--- config.mk ---
export PLATFORM = sky130hd
export DESIGN_NAME = decred_result_collector
export DESIGN_NICKNAME = d
export VERILOG_FILES = /design/src/rtl/decred_result_collector.sv
export SDC_FILE = /design/constraint.sdc
export NUM_CORES = 1
export LEC_CHECK = 0
export CAP_MARGIN = 20
export CELL_PAD_IN_SITES_DETAIL_PLACEMENT = 1
export CELL_PAD_IN_SITES_GLOBAL_PLACEMENT = 1
export CORE_AREA = 2 2 118 235
export CTS_CLUSTER_DIAMETER = 60
export DETAILED_ROUTE_END_ITERATION = 12
export DIE_AREA = 0 0 120 237
export PLACE_DENSITY = 0.61
export SLEW_MARGIN = 10
export SYNTH_ARGS = -nofsm -noshare
export SYNTH_HDL_FRONTEND = slang
export SYNTH_SLANG_ARGS = --single-unit
--- constraint.sdc ---
create_clock -name CLK -period 3.9 [get_ports CLK]
set_input_delay 1.17 -clock CLK [delete_from_list [all_inputs] [get_ports CLK]]
set_output_delay 1.17 -clock CLK [all_outputs]
set_load 0.01 [all_outputs]
--- src/rtl/decred_result_collector.sv ---
// Round-robin readback of NUM_MACROS hash macros over a shared byte bus into a record FIFO.
// Define DECRED_RESULT_STATS_EN to build the saturating RESULT_COUNT push counter.
module decred_result_collector #(
    parameter int         NUM_MACROS   = 4,
    parameter int         RESULT_BYTES = 4,
    parameter logic [5:0] BASE_ADDR    = 6'h20,
    parameter int         FIFO_DEPTH   = 4
) (
    input  logic                          CLK,
    input  logic                          RESET,
    input  logic                          ENABLE,
    input  logic [NUM_MACROS-1:0]         DATA_AVAILABLE,
    output logic [NUM_MACROS-1:0]         MACRO_RD_SELECT,
    output logic [5:0]                    HASH_ADDR,
    input  logic [7:0]                    DATA_FROM_HASH,
    output logic [NUM_MACROS-1:0]         RESULT_CLR,
    output logic                          RES_VALID,
    input  logic                          RES_READY,
    output logic [$clog2(NUM_MACROS)-1:0] RES_MACRO,
    output logic [8*RESULT_BYTES-1:0]     RES_DATA,
    output logic [$clog2(FIFO_DEPTH):0]   FIFO_LEVEL,
    output logic [15:0]                   RESULT_COUNT
);

    localparam int MW = $clog2(NUM_MACROS);
    localparam int DW = 8 * RESULT_BYTES;
    localparam int AW = $clog2(FIFO_DEPTH);
    localparam int LW = AW + 1;
    localparam int BW = (RESULT_BYTES > 1) ? $clog2(RESULT_BYTES) : 1;

    typedef enum logic [2:0] {S_IDLE, S_READ, S_DRAIN, S_CLEAR, S_HOLD} state_t;

    state_t            state_q;
    logic [MW-1:0]     g_q;
    logic [MW-1:0]     ptr_q;
    logic [BW-1:0]     byte_q;
    logic [NUM_MACROS-1:0] sel_q;
    logic [5:0]        addr_q;
    logic [NUM_MACROS-1:0] clr_q;
    logic [DW-1:0]     shift_q;
    logic [DW-1:0]     shift_d;

    logic [MW-1:0]     wr_q;
    logic [MW+DW-1:0]  mem_q [FIFO_DEPTH];
    logic [AW-1:0]     wr_ptr_q;
    logic [AW-1:0]     rd_ptr_q;
    logic [LW-1:0]     level_q;
    logic [MW+DW-1:0]  head;

    logic              gnt_hit;
    logic [MW-1:0]     gnt_idx;
    logic [MW-1:0]     cand;
    logic              start;
    logic              capture;
    logic              push;
    logic              pop;

    // First pending macro at or above ptr_q, wrapping; descending scan leaves the nearest.
    always_comb begin
        gnt_hit = 1'b0;
        gnt_idx = '0;
        cand    = '0;
        for (int k = NUM_MACROS - 1; k >= 0; k--) begin
            cand = MW'((int'(ptr_q) + k) % NUM_MACROS);
            if (DATA_AVAILABLE[cand]) begin
                gnt_hit = 1'b1;
                gnt_idx = cand;
            end
        end
    end

    assign start   = ENABLE && gnt_hit && (level_q < LW'(FIFO_DEPTH));
    assign capture = (state_q == S_DRAIN) || ((state_q == S_READ) && (byte_q != '0));
    assign push    = (state_q == S_CLEAR);
    assign pop     = RES_VALID && RES_READY;

    // Bytes arrive in order, so shift in at the top; byte 0 ends at the bottom.
    always_comb begin
        shift_d = shift_q >> 8;
        shift_d[DW-1 -: 8] = DATA_FROM_HASH;
    end

    always_ff @(posedge CLK or posedge RESET) begin
        if (RESET) begin
            state_q <= S_IDLE;
            g_q     <= '0;
            ptr_q   <= '0;
            byte_q  <= '0;
            sel_q   <= '0;
            addr_q  <= '0;
            clr_q   <= '0;
            shift_q <= '0;
        end else begin
            if (capture) shift_q <= shift_d;
            case (state_q)
                S_IDLE: begin
                    if (start) begin
                        state_q <= S_READ;
                        g_q     <= gnt_idx;
                        sel_q   <= NUM_MACROS'(1) << gnt_idx;
                        addr_q  <= BASE_ADDR;
                        byte_q  <= '0;
                    end
                end
                S_READ: begin
                    if (byte_q == BW'(RESULT_BYTES - 1)) begin
                        state_q <= S_DRAIN;
                        sel_q   <= '0;
                        addr_q  <= '0;
                    end else begin
                        byte_q  <= byte_q + 1'b1;
                        addr_q  <= BASE_ADDR + 6'(byte_q) + 6'd1;
                    end
                end
                S_DRAIN: begin
                    state_q <= S_CLEAR;
                    clr_q   <= NUM_MACROS'(1) << g_q;
                end
                S_CLEAR: begin
                    state_q <= S_HOLD;
                    clr_q   <= '0;
                    ptr_q   <= (g_q == MW'(NUM_MACROS - 1)) ? '0 : g_q + 1'b1;
                end
                S_HOLD: state_q <= S_IDLE;
                default: state_q <= S_IDLE;
            endcase
        end
    end

    assign wr_q = g_q;

    always_ff @(posedge CLK) begin
        if (push) mem_q[wr_ptr_q] <= {wr_q, shift_q};
    end

    always_ff @(posedge CLK or posedge RESET) begin
        if (RESET) begin
            wr_ptr_q <= '0;
            rd_ptr_q <= '0;
            level_q  <= '0;
        end else begin
            if (push) wr_ptr_q <= wr_ptr_q + 1'b1;
            if (pop)  rd_ptr_q <= rd_ptr_q + 1'b1;
            case ({push, pop})
                2'b10:   level_q <= level_q + 1'b1;
                2'b01:   level_q <= level_q - 1'b1;
                default: level_q <= level_q;
            endcase
        end
    end

    // Head is gated so an empty FIFO presents zeros rather than stale memory.
    assign head            = mem_q[rd_ptr_q];
    assign RES_VALID       = (level_q != '0);
    assign RES_MACRO       = RES_VALID ? head[MW+DW-1:DW] : '0;
    assign RES_DATA        = RES_VALID ? head[DW-1:0] : '0;
    assign FIFO_LEVEL      = level_q;
    assign MACRO_RD_SELECT = sel_q;
    assign HASH_ADDR       = addr_q;
    assign RESULT_CLR      = clr_q;

`ifdef DECRED_RESULT_STATS_EN
    logic [15:0] cnt_q;
    always_ff @(posedge CLK or posedge RESET) begin
        if (RESET) cnt_q <= '0;
        else if (push && (cnt_q != 16'hFFFF)) cnt_q <= cnt_q + 16'd1;
    end
    assign RESULT_COUNT = cnt_q;
`else
    assign RESULT_COUNT = 16'h0000;
`endif

endmodule
==> results.cfg <==
[run_status]
status = complete, no violations

[floorplan]
start_util_pct = 29.5
die_area_sq_um = 28400
fp.dieH_um = 237
ios = 84
core-area_sq_um = 26700
dieWidth_um = 120
rows = 85

[timing]
min_period_ps = 3630
fmax_ghz = 0.276
slew_viol_final = 0
period_share_pct = 93.0
fin_skew_ps = 11.1
setup_viol_count_final = 0
final.setup.tns_ps = 0
tightest_slew_ps = 807
hold_viol_final = 0
rsz0062_at_grt = no
layout_setup_ws_ps = 274
slew_headroom_pct = 46.1

[detailed_routing]
drc = 0
routed_wl_um = 15800
drt-initial-drc-count = 200
final_antenna_net_count = 0
wl_per_cell_um = 18.0
vias_per_cell = 4.40
num_vias = 3879
first_pass_iters = 6

[grt]
grt_max_degree = 35
grt_overflow = 0
grt_pass1_wl_um = 25000
track_usage_pct = 11.8
grt_pass1_vias = 4263
antenna_found_initial = 0

[placement]
dp_hpwl_um = 10200
io_buffers = 64
gp_congestion = 0.705
place_ws_ps = 681

[pwr]
leakagePower_nw = 3.36
peakVddDrop_mv = 0.375
p_per_area_nw_per_um2 = 832
total_power_mw = 7.91

[critical_path]
path_class = reg2out
critical_path_required_ps = 2730
crit_path_max_fanout = 23
crit_path_start_kind = flop
r2r_cells = 9
end_kind = output port
arrival_ps = 2460
rrSetupSlack_ps = 1220
r2r-start = FIFO_LEVEL[0]
crit_end = RES_DATA[13]
r2r_end = FIFO_LEVEL[2]
cp-startpoint = rd_ptr_q[0]

[synthesis]
synthMuxAreaShare_pct = 14.7
synth_cells = 443
syn_avg_cell_area_sq_um = 17.8
yosysSeqAreaShare_pct = 70.5
syn_area_sq_um = 7890
yosysUniqueCellTypes = 40
async_reset_ff_share_pct = 30.3
ys.flop_type = edfxtp_1
synth-compound-area-share_pct = 2.00
synth_seq_cells = 195
synthSimpleGateAreaFrac_pct = 6.58
synth_edf_count = 136
synth_top_family_by_area = multiplexers
synth_xor_area_share_pct = 0.666
yosys_warnings = 0
synth_fa_ha_area_share_pct = 2.00

[clock_network]
cts_sinks = 195
cts_tree = yes
cts_max_level = 4
cts_resized = 0
post_cts_buffers = 0
cts_buffer_depth = 2
clock-root-buffer = clkbuf_16
clkTransAtPathRegs_ps = 70
ctsHoldBuffers = 0
clk-insertion-delay-late_ps = 440
cts_buffers = 17

[cells_and_area]
drive_above_1_share_pct = 22.3
diodes = 0
fin_nets = 549
fillers = 2697
syn2layout_area_growth_pct = 20.5

[min_path]
hold_path_class = reg2reg

[job]
drv_cap = 0
-- critical path, stage by stage (launching register included) --
cell,delay (ps)
dfrtp_2,360
buf_4,420
mux4_2,590
and2_1,170
clkdlybuf4s50_1,470
-- layout make-up --
type / instances / area (sq um) / area share [%]
clock buffer: 18 / 429 / 4.52
clock inverter: 14 / 156 / 1.65
inverter: 12 / 45.0 / 0.474
multi-input combinational: 218 / 2120 / 22.3
sequential: 195 / 5560 / 58.5
tap: 348 / 435 / 4.58
timing repair buffer: 77 / 751 / 7.90
-- how the worst min path moves through the flow --
| stage | start | cells past startpoint | to |
|---|---|---|---|
| final | HASH_ADDR[5] | 1 | HASH_ADDR[5] |
| after global routing | HASH_ADDR[5] | 1 | HASH_ADDR[5] |
| after detailed placement | HASH_ADDR[5] | 1 | HASH_ADDR[5] |
| after CTS | HASH_ADDR[5] | 1 | HASH_ADDR[5] |
| after floorplan | shift_q[0] | 0 | mem_q[0][0] |
| after global placement | HASH_ADDR[5] | 1 | HASH_ADDR[5] |
-- metal layers --
layer	global-route usage, %	up-vias	wire length (um)
met5	0	-	0
met3	2.65	15	498
met4	4.21	0	237
met2	20.9	69	8580
met1	13.9	2012	6520
li1	-	1783	-
-- cell families after synthesis --
logic type / count (synthesis)
buffers and inverters: 48
DFF: 195
AOI/OAI and AO/OA: 23
adders and majority gates: 12
and+or+nand+nor: 89
muxes: 69
other: 1
xor gates and xnor gates: 6
-- synthesized netlist by cell type (2+ instances only) --
master    instances  area, sq um
a21oi_1           2         10.0
a32o_1            4         40.0
and2_1           39          244
buf_2             4         20.0
buf_4            25          188
clkbuf_1          7         26.3
dfrtp_1          59         1480
edfxtp_1        136         4080
ha_1             11          138
inv_1            12         45.0
mux2_2           32          360
mux2i_1           3         30.0
mux4_2           34          766
nand2_1          20         75.1
nand2b_1          6         37.5
nor2_1            5         18.8
nor2b_1           3         18.8
o21ai_0          11         55.1
or3_1             5         31.3
xnor2_1           3         26.3
xor2_1            3         26.3
-- through the flow --
| stage | instance area (sq um) | instances | hold WS [ps] | util, % |
|---|---|---|---|---|
| global route | 9500 | 882 | 532 | 35.6 |
| floorplan | 7950 | 461 | 472 | - |
| global placement | 8910 | 850 | 475 | 33.4 |
| finish | 9500 | 882 | 491 | 35.6 |
| CTS | 9500 | 882 | 500 | 35.6 |
| detailed placement | 8910 | 850 | 479 | 33.4 |
-- registers in the layout, summed over array words and instances (netlist names) --
name and cells:
mem_q 136, shift_q 32, MACRO_RD_SELECT 4, RESULT_CLR 4
FIFO_LEVEL 3, HASH_ADDR 3, state_q 3, byte_q 2
g_q 2, ptr_q 2, rd_ptr_q 2, wr_ptr_q 2
-- layout by cell type, fill, tap and decap left out, drive strengths merged, types with 2 or more instances in the layout --
cell / n
clkbuf: 18
nor2b: 3
and2: 40
edfxtp: 136
o21ai: 11
xor2: 3
mux2: 32
ha: 11
mux2i: 3
nand2b: 6
buf: 13
mux4: 34
xnor2: 3
inv: 21
nor3: 2
dfrtp: 59
a32o: 4
a21oi: 3
nor2: 6
or3: 5
clkdlybuf4s50: 64
conb: 19
nand2: 20
clkinv: 4
-- power breakdown --
group / total (mW) / switching, mW / leakage, nW / internal (mW)
clock network: 1.73 / 0.868 / 0.284 / 0.863
registers: 3.32 / 0.435 / 1.94 / 2.89
logic: 2.85 / 1.27 / 1.13 / 1.58
Power figures use the tool's default switching activity.
